==> src/rtl/cpu_pkg.sv <==
// Shared CPU definitions: datapath width, fetch FSM encoding, PC defaults and
// the {pc, instr} entry carried through the fetch buffer.
package cpu_pkg;

    localparam int XLEN = 32;

    localparam logic [XLEN-1:0] RESET_PC_DEFAULT = 32'h0000_0000;
    localparam logic [XLEN-1:0] PC_STEP_DEFAULT  = 32'd4;

    typedef enum logic [1:0] {
        ST_IDLE  = 2'd0,
        ST_FETCH = 2'd1,
        ST_DRAIN = 2'd2
    } fetch_state_e;

    typedef struct packed {
        logic [XLEN-1:0] pc;
        logic [XLEN-1:0] instr;
    } fetch_entry_t;

endpackage

==> src/rtl/fetch_unit_if.sv <==
// Fetch unit bus bundle: instruction-memory req/ack, redirect strobe and the
// downstream valid/ready port. master = fetch unit side.
interface fetch_unit_if;
    import cpu_pkg::*;

    logic            imem_req;
    logic [XLEN-1:0] imem_addr;
    logic            imem_ack;
    logic [XLEN-1:0] imem_data;
    logic            redirect_valid;
    logic [XLEN-1:0] redirect_pc;
    logic            out_valid;
    logic [XLEN-1:0] out_pc;
    logic [XLEN-1:0] out_instr;
    logic            out_ready;

    modport master (
        output imem_req, imem_addr, out_valid, out_pc, out_instr,
        input  imem_ack, imem_data, redirect_valid, redirect_pc, out_ready
    );

    modport slave (
        input  imem_req, imem_addr, out_valid, out_pc, out_instr,
        output imem_ack, imem_data, redirect_valid, redirect_pc, out_ready
    );

endinterface

==> src/rtl/fetch_fifo.sv <==
// Two-entry {pc, instr} buffer with push, pop and flush. The head entry is
// visible combinationally so a push shows up on the output one cycle later.
module fetch_fifo
    import cpu_pkg::*;
(
    input  logic         clk,
    input  logic         rst,
    input  logic         push,
    input  logic         pop,
    input  logic         flush,
    input  fetch_entry_t push_data,
    output fetch_entry_t head,
    output logic [1:0]   count
);

    fetch_entry_t mem_reg [2];
    logic         wr_ptr_reg;
    logic         rd_ptr_reg;
    logic [1:0]   count_reg;
    logic         push_ok;
    logic         pop_ok;

    assign pop_ok  = pop && (count_reg != 2'd0);
    assign push_ok = push && ((count_reg != 2'd2) || pop_ok);

    always_ff @(posedge clk or posedge rst) begin
        if (rst) begin
            for (int i = 0; i < 2; i++) begin
                mem_reg[i] <= '0;
            end
            wr_ptr_reg <= 1'b0;
            rd_ptr_reg <= 1'b0;
            count_reg  <= 2'd0;
        end else if (flush) begin
            // Flush beats any coincident push or pop.
            wr_ptr_reg <= 1'b0;
            rd_ptr_reg <= 1'b0;
            count_reg  <= 2'd0;
        end else begin
            if (push_ok) begin
                mem_reg[wr_ptr_reg] <= push_data;
                wr_ptr_reg          <= ~wr_ptr_reg;
            end
            if (pop_ok) begin
                rd_ptr_reg <= ~rd_ptr_reg;
            end
            case ({push_ok, pop_ok})
                2'b10:   count_reg <= count_reg + 2'd1;
                2'b01:   count_reg <= count_reg - 2'd1;
                default: count_reg <= count_reg;
            endcase
        end
    end

    assign head  = mem_reg[rd_ptr_reg];
    assign count = count_reg;

endmodule

==> src/rtl/fetch_unit.sv <==
// Instruction fetch front end: PC, single-outstanding imem request, redirect
// flush/drain and a 2-entry output buffer. Option: FETCH_ALIGN_CHECK_EN.
module fetch_unit
    import cpu_pkg::*;
#(
    parameter logic [XLEN-1:0] RESET_PC = RESET_PC_DEFAULT,
    parameter logic [XLEN-1:0] PC_STEP  = PC_STEP_DEFAULT
) (
    input  logic clk,
    input  logic rst,
    fetch_unit_if.master bus
`ifdef FETCH_ALIGN_CHECK_EN
    ,
    output logic misalign_err
`endif
);

    fetch_state_e    state_reg, state_next;
    logic [XLEN-1:0] pc_reg, pc_next;
    logic [XLEN-1:0] addr_q_reg, addr_q_next;
    logic [XLEN-1:0] target_pc;
    logic            req;
    logic [XLEN-1:0] addr;
    logic            push;
    logic            pop;
    logic            flush;
    fetch_entry_t    head;
    logic [1:0]      count;

`ifdef FETCH_ALIGN_CHECK_EN
    logic misalign_reg;

    assign target_pc = {bus.redirect_pc[XLEN-1:2], 2'b00};

    always_ff @(posedge clk or posedge rst) begin
        if (rst) begin
            misalign_reg <= 1'b0;
        end else begin
            misalign_reg <= bus.redirect_valid && (bus.redirect_pc[1:0] != 2'b00);
        end
    end

    assign misalign_err = misalign_reg;
`else
    assign target_pc = bus.redirect_pc;
`endif

    always_ff @(posedge clk or posedge rst) begin
        if (rst) begin
            state_reg  <= ST_IDLE;
            pc_reg     <= RESET_PC;
            addr_q_reg <= '0;
        end else begin
            state_reg  <= state_next;
            pc_reg     <= pc_next;
            addr_q_reg <= addr_q_next;
        end
    end

    always_comb begin
        state_next  = state_reg;
        pc_next     = pc_reg;
        addr_q_next = addr_q_reg;
        req         = 1'b0;
        addr        = '0;
        push        = 1'b0;
        flush       = 1'b0;
        case (state_reg)
            ST_IDLE: begin
                state_next = ST_FETCH;
            end
            ST_FETCH: begin
                // count cannot grow without an ack, so req/addr stay stable once raised
                req  = (count != 2'd2);
                addr = pc_reg;
                if (bus.redirect_valid) begin
                    flush   = 1'b1;
                    pc_next = target_pc;
                    if (req && !bus.imem_ack) begin
                        addr_q_next = pc_reg;
                        state_next  = ST_DRAIN;
                    end
                end else if (req && bus.imem_ack) begin
                    push    = 1'b1;
                    pc_next = pc_reg + PC_STEP;
                end
            end
            ST_DRAIN: begin
                // Keep the abandoned request alive until memory answers; data is dropped.
                req  = 1'b1;
                addr = addr_q_reg;
                if (bus.redirect_valid) begin
                    flush   = 1'b1;
                    pc_next = target_pc;
                end
                if (bus.imem_ack) begin
                    state_next = ST_FETCH;
                end
            end
            default: begin
                state_next = ST_IDLE;
            end
        endcase
    end

    assign pop = (count != 2'd0) && bus.out_ready;

    fetch_fifo u_fifo (
        .clk       (clk),
        .rst       (rst),
        .push      (push),
        .pop       (pop),
        .flush     (flush),
        .push_data ('{pc: pc_reg, instr: bus.imem_data}),
        .head      (head),
        .count     (count)
    );

    assign bus.imem_req  = req;
    assign bus.imem_addr = addr;
    assign bus.out_valid = (count != 2'd0);
    assign bus.out_pc    = head.pc;
    assign bus.out_instr = head.instr;

endmodule

==> src/flat_wrapper.sv <==
// flat-port wrapper written by rule: the top's interface ports become plain ports
module fetch_unit_flat import cpu_pkg::*;
#(
    parameter logic [XLEN-1:0] RESET_PC = RESET_PC_DEFAULT,
    parameter logic [XLEN-1:0] PC_STEP  = PC_STEP_DEFAULT
)
  (clk, rst, bus_imem_req, bus_imem_addr, bus_out_valid, bus_out_pc, bus_out_instr, bus_imem_ack, bus_imem_data, bus_redirect_valid, bus_redirect_pc, bus_out_ready);
  fetch_unit_if bus_i ();
  input  logic clk;
  input  logic rst;
  output wire logic [$bits(bus_i.imem_req)-1:0] bus_imem_req;
  output wire logic [$bits(bus_i.imem_addr)-1:0] bus_imem_addr;
  output wire logic [$bits(bus_i.out_valid)-1:0] bus_out_valid;
  output wire logic [$bits(bus_i.out_pc)-1:0] bus_out_pc;
  output wire logic [$bits(bus_i.out_instr)-1:0] bus_out_instr;
  input wire logic [$bits(bus_i.imem_ack)-1:0] bus_imem_ack;
  input wire logic [$bits(bus_i.imem_data)-1:0] bus_imem_data;
  input wire logic [$bits(bus_i.redirect_valid)-1:0] bus_redirect_valid;
  input wire logic [$bits(bus_i.redirect_pc)-1:0] bus_redirect_pc;
  input wire logic [$bits(bus_i.out_ready)-1:0] bus_out_ready;
  assign bus_imem_req = bus_i.imem_req;
  assign bus_imem_addr = bus_i.imem_addr;
  assign bus_out_valid = bus_i.out_valid;
  assign bus_out_pc = bus_i.out_pc;
  assign bus_out_instr = bus_i.out_instr;
  assign bus_i.imem_ack = bus_imem_ack;
  assign bus_i.imem_data = bus_imem_data;
  assign bus_i.redirect_valid = bus_redirect_valid;
  assign bus_i.redirect_pc = bus_redirect_pc;
  assign bus_i.out_ready = bus_out_ready;
  fetch_unit #(.RESET_PC(RESET_PC), .PC_STEP(PC_STEP)) u_core (.clk(clk), .rst(rst), .bus(bus_i));
endmodule
==> config.mk <==
export PLATFORM = sky130hd
export DESIGN_NAME = fetch_unit_flat
export DESIGN_NICKNAME = d
export VERILOG_FILES = /design/src/rtl/cpu_pkg.sv /design/src/rtl/fetch_unit_if.sv /design/src/rtl/fetch_fifo.sv /design/src/rtl/fetch_unit.sv /design/src/flat_wrapper.sv
export SDC_FILE = /design/constraint.sdc
export NUM_CORES = 1
export LEC_CHECK = 0
export BUFFER_PORTS_ARGS = -buffer_cell sky130_fd_sc_hd__clkbuf_2
export CORE_AREA = 2 2 234 121
export DETAILED_ROUTE_END_ITERATION = 6
export DIE_AREA = 0 0 236 123
export SLEW_MARGIN = 20
export SYNTH_ARGS = -nofsm -noshare
export SYNTH_HDL_FRONTEND = slang
export SYNTH_HIERARCHICAL = 1
export SYNTH_SLANG_ARGS = --single-unit
==> constraint.sdc <==
create_clock -name clk -period 5 [get_ports clk]
set_input_delay 0.5 -clock clk [delete_from_list [all_inputs] [get_ports clk]]
set_output_delay 0.5 -clock clk [all_outputs]
set_load 0.05 [all_outputs]
# Yosys cells after proc, flatten, opt, wreduce, memory -nomap -nowiden
# Index checks and enable logic that the tools add are counted.
[word_totals]
regBits = 198
inputBits = 69
output_inout_bits = 98
word_cells = 77
[classes]
add_sub_neg = 3
magnitude_cmp = 3
eq_ne = 10
mux = 27
bitwise = 5
n_reduce_logical = 19
[ops]
columns = ["cell", "count"]
rows = [
  ["$mux 64", 4],
  ["$bwmux 128", 1],
  ["$pmux 32 s2", 2],
  ["$mux 32", 3],
  ["$demux 64 s1", 1],
  ["$add 32x3->32 const B", 1],
  ["$mux 1", 9],
  ["$reduce_and 3->1", 3],
  ["$mux 2", 4],
  ["$ne 2x2->1 const B", 4],
  ["$reduce_bool 2->1", 4],
  ["$logic_and 1x1->1", 6],
  ["$pmux 2 s3", 1],
  ["$eq 2x1->1 const B", 2],
  ["$eq 2x2->1 const B", 2],
  ["$ge 2x2->1 const B", 2],
  ["$not 1->2", 2],
  ["$pmux 2 s2", 1],
  ["$ne 3x2->1 const B", 1],
  ["$not 1->1", 3],
  ["$reduce_bool 3->1", 1],
  ["$add 2x1->2 const B", 1],
  ["$logic_not 2->1", 1],
  ["$lt 2x1->1 const B", 1],
  ["7 further kinds", 7],
]

# Longest topological paths before layout
# Gate-level depths: netlist (run 1).
[logic_depth]
depth_word = 9
depth_mapped = 10
depth_no_buf = 7

# Modules after synthesis
# The synthesis (run 1) kept the hierarchy.
[modules_own_cells]
columns = ["module", "n_inst", "cells_each", "area_each_um2", "seq_area_each_um2"]
rows = [
  ["fetch_fifo", 1, 367, 5924.4, 3303.2],
  ["fetch_unit", 1, 415, 3905.0, 1651.6],
]

# Worst setup path before layout (run 1)
# Ideal clock, no wire load.
[synth_timing]
path_kind = "register to register"
start = "register u_core.state_reg[1]"
end = "register u_core/u_fifo/mem_reg[100] (netlist bit)"
setup_ns = 0.125
t_arrival_ns = 2.709
required_ns = 4.875
setup_slack_ns = 2.166
stages_incl_launch_ff = 11
path_buffers = 5
period_less_slack_ns = 2.834
path_cell_list = "dfrtp_1 > inv_1 > ha_1 > clkbuf_1 > buf_1 > and4b_1 > clkbuf_1 > or4b_4 > buf_6 > buf_6 > mux2_4"
[synth_via]
word_cells_on_any_way = 8
cone_classes = "eq/ne: 2; mux: 2; bitwise: 1; reduce/logical: 3"
[synth_lines]
columns = ["item", "line_no", "rtl"]
rows = [
  ["from (decl)", "fetch_unit.sv:18", "fetch_state_e state_reg, state_next;"],
  ["from (signal assigned)", "fetch_unit.sv:54", "state_reg <= state_next;"],
  ["$eq 2x1->1", "fetch_unit.sv:68", "case (state_reg)"],
  ["$mux 1", "fetch_unit.sv:68", ""],
  ["via u_core.push", "fetch_unit.sv:24", "logic push;"],
  ["$logic_and 1x1->1", "fetch_fifo.sv:24", "assign push_ok = push && ((count_reg != 2'd2) || pop_ok);"],
  ["$reduce_and 2->1 (no source line)", "-", ""],
  ["to (signal, indexed assignment)", "fetch_fifo.sv:41", "mem_reg[wr_ptr_reg] <= push_data;"],
  ["to (decl)", "fetch_fifo.sv:16", "fetch_entry_t mem_reg [2];"],
]
# The timed path passes the listed nets, and every way through them passes these cells.
# A chain may end at the register's enable or synchronous reset.

# Worst setup path after layout (run 1)
[layout_timing]
start = "register u_core.u_fifo.count_reg[1], in the netlist u_core/u_fifo/count[1]"
end = "register u_core/u_fifo/mem_reg[99] (netlist bit)"
[layout_via]
word_cells_on_any_way = 11
cone_classes = "eq/ne: 1; mux: 3; reduce/logical: 7"
[layout_lines]
columns = ["item", "line_no", "rtl"]
rows = [
  ["from (decl)", "fetch_fifo.sv:19", "logic [1:0] count_reg;"],
  ["from (signal assigned)", "fetch_fifo.sv:48", "2'b10: count_reg <= count_reg + 2'd1;"],
  ["from (signal assigned)", "fetch_fifo.sv:49", "2'b01: count_reg <= count_reg - 2'd1;"],
  ["from (signal assigned)", "fetch_fifo.sv:50", "default: count_reg <= count_reg;"],
  ["$reduce_bool 2->1", "fetch_unit.sv:106", "assign pop = (count != 2'd0) && bus.out_ready;"],
  ["$logic_and 1x1->1", "fetch_unit.sv:106", ""],
  ["via u_core.pop", "fetch_unit.sv:25", "logic pop;"],
  ["$logic_and 1x1->1", "fetch_fifo.sv:23", "assign pop_ok = pop && (count_reg != 2'd0);"],
  ["$logic_or 1x1->1", "fetch_fifo.sv:24", ""],
  ["$logic_and 1x1->1", "fetch_fifo.sv:24", ""],
  ["$reduce_and 2->1 (no source line)", "-", ""],
]
# The timed path passes the listed nets, and every way through them passes these cells.

==> results.ini, run 1 <==
[timing]
relSlewSlack=0.351
period_needed_ns=3.42
setup_viol_count_final=0
hold_viol_final=0
rsz0062_at_grt=false
worst_slew_pin_slew_ns=0.974
fin_crit_sh=0.684
maxSlewViolCount=0
timing.fmax_ghz=0.292
setup_tns_ns=0
clock_skew_ns=0.0122

[synthesis]
synthArstFlopShare=1.00
netlist_area_um2=9830
seq_area_frac_synth=0.504
ys_types=54
synth_edf_count=0
synth_ff_type=dfrtp_1
yosysWarnings=6
synth_cells=782
syn_nets=857
syn_avg_cell_area_um2=12.6
synth_seq_cells=198

[floorplanning]
ios=167
die_height_um=123
num_rows=43
initial_core_util=0.363
die-area_um2=29000
core_um2=27100
die_w_um=236

[hold_path]
hp-class=in2async

[worst_setup_path]
end_kind=register
r2r_start=u_core/u_fifo/count[1]
criticalPathCategory=reg2reg
r2r-end=u_core/u_fifo/mem_reg[99]
worstPathArrival_ns=3.74
crit_fanout=39
startpoint=u_core/u_fifo/count[1]
rr_worst_depth=6
worstPathCellList=or2_2 > and2_1 > nor3b_1 > or4b_4 > buf_4 > mux2_4
crit_path_end=u_core/u_fifo/mem_reg[99]
reg2reg_slack_ns=1.58
critPathTopFamily=simple AND/OR/NAND/NOR gates
slowest_stage=or4b_4
cp.depth=6
startpoint_type=register
crit_buf_inv=1
slowest_delay_ns=0.74
critPathRequiredTime_ns=5.32

[clock_network]
clock-sinks=198
cts_tree=yes
h-tree-depth=4
cts_buffer_depth=2
insertion_delay_ns=0.45
cts-root-buf=clkbuf_16
clk_pin_slew_ns=0.07
cts_setup_buffers=0
cts_buffers=17
cts_hold_buf=0
cts_resized=0

[routing]
routedWlPerCell_um=19.4
drc=0
drt_iter0_drc=503
dr_total_vias=6732
first_pass_iters=5
wl_mm=25.1
ant_nets=0
viasPerCell=5.21

[finish]
final_nets=997
area_delta_synth_final_pct=17.0
insertedDiodeCount=0
largest_reg_flops=128
drive_gt1_frac=0.480

[global_route]
grt_pass1_vias=6574
grt_overflow=0
antenna_found_initial=0
grt_use_total=0.179
grt_first_pass_wirelength_mm=39.5
grt_max_degree=93

[run]
max_cap_viol_count=0

[placement]
portBuffers=166
gp_congestion=0.770
place_hpwl_mm=17.3

[run_status]
status=finished, final reports clean

[worst min path at each step]
| stage | cells past startpoint | endpoint | slack [ns] |
|---|---|---|---|
| 2_1_floorplan | 2 | u_core/addr_q_reg[11] | 0.45 |
| 3_3_place_gp | 2 | u_core/addr_q_reg[11] | 0.47 |
| 3_5_place_dp | 2 | u_core/addr_q_reg[11] | 0.48 |
| 4_1_cts | 2 | u_core/u_fifo/mem_reg[55] | 0.26 |
| 5_1_grt | 2 | u_core/u_fifo/mem_reg[66] | 0.27 |
| 6_report | 2 | u_core/u_fifo/mem_reg[57] | 0.21 |
[routing by layer]
layer / part of all wire / track usage / vias up
met5: 0 / 0 / -
met4: 0.0082 / 0.0525 / 0
met3: 0.044 / 0.0375 / 16
met2: 0.44 / 0.254 / 168
met1: 0.51 / 0.272 / 3420
li1: - / - / 3128
[Yosys cell counts (11+ instances only)]
cell type  number  share of area
dfrtp_1       198           0.50
mux2_2        176           0.20
mux2_4         49          0.075
a21oi_1        42          0.021
nor2b_1        34          0.022
a22oi_1        32          0.024
clkbuf_1       31          0.012
nand2_1        29          0.011
o21ai_0        19         0.0097
nand3_1        17         0.0087
nor2_1         15         0.0057
o22ai_1        15         0.0095
a2bb2oi_1      11         0.0098
[layout make-up]
class | instances | area, um^2
fill | 2579 | 15600
sequential | 198 | 4960
multi-input combinational | 517 | 4580
timing repair buffer | 178 | 933
clock buffer | 21 | 470
tap | 360 | 450
clock inverter | 9 | 71.3
inverter | 10 | 42.5
[layout by cell type, fill, tap and decap left out, types with 11 or more instances in the layout]
cell / netlist / layout
a21oi_1: 42 / 42
a22oi_1: 32 / 32
a2bb2oi_1: 11 / 11
buf_4: 1 / 11
clkbuf_16: 0 / 17
clkbuf_2: 0 / 166
dfrtp_1: 198 / 197
mux2_2: 176 / 176
mux2_4: 49 / 49
nand2_1: 29 / 29
nand3_1: 17 / 17
nor2_1: 15 / 13
nor2b_1: 34 / 34
o21ai_0: 19 / 19
o22ai_1: 15 / 15
[metrics by stage]
stage	cell area (um^2)	hold slack, ns	cells	setup slack [ns]	util
finish	11500	0.206	1293	1.58	0.425
floorplan	9830	0.451	782	0.974	-
detailed placement	11000	0.481	1263	1.60	0.405
global placement	11000	0.468	1263	1.79	0.405
global route	11500	0.274	1293	1.39	0.425
CTS	11500	0.258	1293	1.57	0.425
[cells by family after synthesis]
group	after synthesis	share of synthesized area
muxes	228	0.280
and+or+nand+nor	143	0.0846
buffers and inverters	67	0.0318
DFF	198	0.504
xor gates and xnor gates	2	0.00178
AOI/OAI and AO/OA	138	0.0905
adders and majority gates	6	0.00764
Power of run 1 is left out: the tool's default activity adds up to more than one toggle a clock period on the data nets, which glitch-free logic cannot reach.
==> run 2, diff against run 1 <==
Clock period 5 ns to 3.35 ns, I/O delays scaled along.
==> results.ini, run 2 (same netlist as run 1, synthesis figures left out) <==
[finish]
layoutNonFillerInstCount=1306
final_common_cell=dfrtp_1
final_cell_mix=197 x dfrtp_1, 176 x mux2_2, 166 x clkbuf_2
design_area_um2=11700
drive_gt1_frac=0.486
filler_cell_count=2536
area_delta_synth_final_pct=18.9
largest_reg_flops=128
final_nets=1007

[hold_path]
hp-class=in2reg

[placement]
post_dp_cell_area_um2=11100
portBuffers=166
place_hpwl_mm=17.9
gp_congestion=0.806
dp_slack_ns=0.581
dp_cells=1272

[floorplanning]
initial_core_util=0.363
die_w_um=236
die-area_um2=29000
num_rows=43
die_height_um=123
ios=167
core_um2=27100

[worst_setup_path]
crit_buf_inv=4
r2r_start=u_core/u_fifo/count[1]
crit_fanout=17
critPathTopFamily=buffers and inverters
end_kind=output port
worstPathArrival_ns=2.60
critPathRequiredTime_ns=3.01
startpoint=u_core/state_reg[0]
r2r-end=u_core/u_fifo/mem_reg[90]
crit_top_cell=buf_4
cp.depth=7
startpoint_type=register
rr_worst_depth=6
crit_path_end=bus_imem_addr[14]
criticalPathCategory=reg2out
slowest_delay_ns=0.53
slowest_stage=ha_1
worstPathCellList=inv_1 > ha_1 > buf_4 > buf_4 > a22oi_1 > nor2b_1 > clkbuf_2
reg2reg_slack_ns=0.58

[routing]
routedWlPerCell_um=19.7
drt_iter0_drc=533
first_pass_iters=5
ant_nets=0
dr_total_vias=6852
wl_mm=25.7
drc=0
viasPerCell=5.25

[global_route]
antenna_found_initial=1
grt_max_degree=89
grt_pass1_vias=6629
grt_overflow=0
grt_use_total=0.179
grt_first_pass_wirelength_mm=39.4

[clock_network]
cts_buffer_depth=2
cts_buffers=17
insertion_delay_ns=0.44
h-tree-depth=4
clock-sinks=198
cts_tree=yes
cts_setup_buffers=0
cts-root-buf=clkbuf_16
clk_pin_slew_ns=0.07

[timing]
worst_slew_pin_slew_ns=1.05
period_needed_ns=2.94
setup_tns_ns=0
setup_viol_count_final=0
maxSlewViolCount=0
hold_viol_final=0
relSlewSlack=0.303
rsz0062_at_grt=false
clock_skew_ns=0.00892
fin_crit_sh=0.877
fin_ws_ns=0.412
timing.fmax_ghz=0.340

[run_status]
status=finished, final reports clean

[run]
max_cap_viol_count=0

-- run 2: final cells by class --
type | count | area [um^2] | share of cell area
Clock inverter | 12 | 143 | 0.0122
Timing Repair Buffer | 188 | 1060 | 0.0908
Inverter | 10 | 41.3 | 0.00353
Multi-Input combinational cell | 517 | 4580 | 0.392
Tap cell | 360 | 450 | 0.0385
Antenna cell | 1 | 2.50 | 0.000214
Clock buffer | 20 | 457 | 0.0391
Sequential cell | 198 | 4960 | 0.424
-- run 2: worst min path at each step --
stage	from	to	depth (start not counted)
after detailed placement	rst	u_core/u_fifo/mem_reg[101]	2
after global routing	bus_imem_data[11]	u_core/u_fifo/mem_reg[75]	2
after global placement	rst	u_core/u_fifo/mem_reg[101]	2
after floorplan	u_core/addr_q_reg[11]	u_core/addr_q_reg[11]	2
after CTS	bus_imem_data[1]	u_core/u_fifo/mem_reg[65]	2
final	bus_imem_data[1]	u_core/u_fifo/mem_reg[65]	2
-- run 2: what timing repair did --
item	4_1_cts	5_1_grt
endpoints found under the hold margin	12	0
hold buffers	1	0
resized for setup	0	0
-- run 2: routing by layer --
layer | GRT usage | share of wire
met1 | 0.268 | 0.51
met2 | 0.257 | 0.43
met3 | 0.0395 | 0.042
met4 | 0.0533 | 0.012
met5 | 0 | 0
-- run 2: through the flow --
stage / util / hold slack, ns
after floorplan: - / 0.451
after global placement: 0.409 / 0.355
after detailed placement: 0.409 / 0.333
after CTS: 0.432 / 0.109
after global routing: 0.432 / 0.116
final: 0.432 / 0.132
Power of run 2 is left out for the same reason.
==> run 3, diff against run 2 <==
Settings changed: PLACE_DENSITY_LB_ADDON from default to 0.05.
==> results.ini, run 3 (same netlist as run 1, synthesis figures left out) <==
[routing]
viasPerCell=5.25
wl_met1_mm=12.6
drc=0
drt_iter0_drc=481
route.met3.wl_mm=1.22
dr_total_vias=6857
top_layer=met4
first_pass_iters=4
ant_nets=0
wl_met2_mm=11.7
routedWlPerCell_um=19.9
wl_mm=25.9

[floorplanning]
ios=167
die_w_um=236
initial_core_util=0.363
die-area_um2=29000
core_um2=27100
num_rows=43
die_height_um=123

[finish]
area_delta_synth_final_pct=18.6
insertedDiodeCount=0
final_cell_mix=197 x dfrtp_1, 176 x mux2_2, 166 x clkbuf_2
largest_reg_flops=128
drive_gt1_frac=0.484
final_nets=1007
final_common_cell=dfrtp_1

[worst_setup_path]
end_kind=register
critPathRequiredTime_ns=3.68
crit_top_cell=inv_1
startpoint_type=register
slowest_stage=or4b_4
slowest_delay_ns=0.81
criticalPathCategory=reg2reg
crit_fanout=26
worstPathCellList=inv_1 > ha_1 > nand2_1 > inv_1 > or4b_4 > buf_12 > mux2_4
worstPathArrival_ns=2.96

[global_route]
grt_use_total=0.185
grt_max_degree=66
grt_pass1_vias=6977
grt_first_pass_wirelength_mm=40.8
antenna_found_initial=0
grt_overflow=0

[timing]
timing.fmax_ghz=0.380
relSlewSlack=0.384
period_needed_ns=2.63
worst_slew_pin_slew_ns=0.924
clock_skew_ns=0.00777
hold_viol_final=0
rsz0062_at_grt=false
fin_crit_sh=0.785
setup_viol_count_final=0
setup_tns_ns=0
maxSlewViolCount=0

[clock_network]
cts_tree=yes
cts_hold_buf=0
cts_buffer_depth=2
cts-root-buf=clkbuf_16
clock-sinks=198
cts_resized=0
h-tree-depth=4
cts_setup_buffers=0
cts_buffers=17
clk_pin_slew_ns=0.07
insertion_delay_ns=0.45

[run_status]
status=finished, final reports clean

[run]
max_cap_viol_count=0

[hold_path]
hp-class=in2async

[placement]
gp_congestion=0.773
place_hpwl_mm=18.3
portBuffers=166

run 3: final cells by class:
cell class	instances	area, um^2
clock buffers	22	454
multi-input cells	517	4580
flip-flops and latches	198	4960
repair buffers	188	1060
inverters	10	41.3
clock inverters	10	121
fillers	2523	15400
well taps	360	450
run 3: per-layer routing:
layer / GRT usage / up-vias
li1: - / 3165
met1: 0.258 / 3524
met2: 0.280 / 135
met3: 0.0462 / 33
met5: 0 / -
met4: 0.0641 / 0
run 3: final timing paths:
kind	start	end	slack [ns]	cells after the start
worst max-delay path	u_core/state_reg[0]	u_core/u_fifo/mem_reg[87]	0.72	7
worst min-delay path	rst	u_core/u_fifo/mem_reg[33]	0.01	2
worst max register to register	u_core/state_reg[0]	u_core/u_fifo/mem_reg[87]	0.72	7
worst min register to register	u_core/addr_q_reg[11]	u_core/addr_q_reg[11]	0.48	2
max in group asynchronous	rst	u_core/u_fifo/mem_reg[3]	2.33	3
min in group clk	bus_imem_data[17]	u_core/u_fifo/mem_reg[81]	0.13	2
run 3: metrics by stage:
step                      instance area (um^2)  setup slack, ns  hold WS [ns]  cells   util
after floorplan                           9830            0.516         0.451    782      -
after global placement                   11100            0.769         0.467   1273  0.410
after detailed placement                 11100            0.706         0.472   1273  0.410
after CTS                                11700            0.684       0.00652   1305  0.431
after global routing                     11700            0.532        0.0507   1305  0.431
final                                    11700            0.722        0.0109   1305  0.431
run 3: worst max-delay path: cells and delay by family, from the launching register on:
kind / cells / cell delay (ns)
mux: 1 / 0.31
simple gates: 2 / 0.95
fa+ha+maj: 1 / 0.31
flops: 1 / 0.40
buf+inv: 3 / 0.52
Power of run 3 is left out for the same reason.
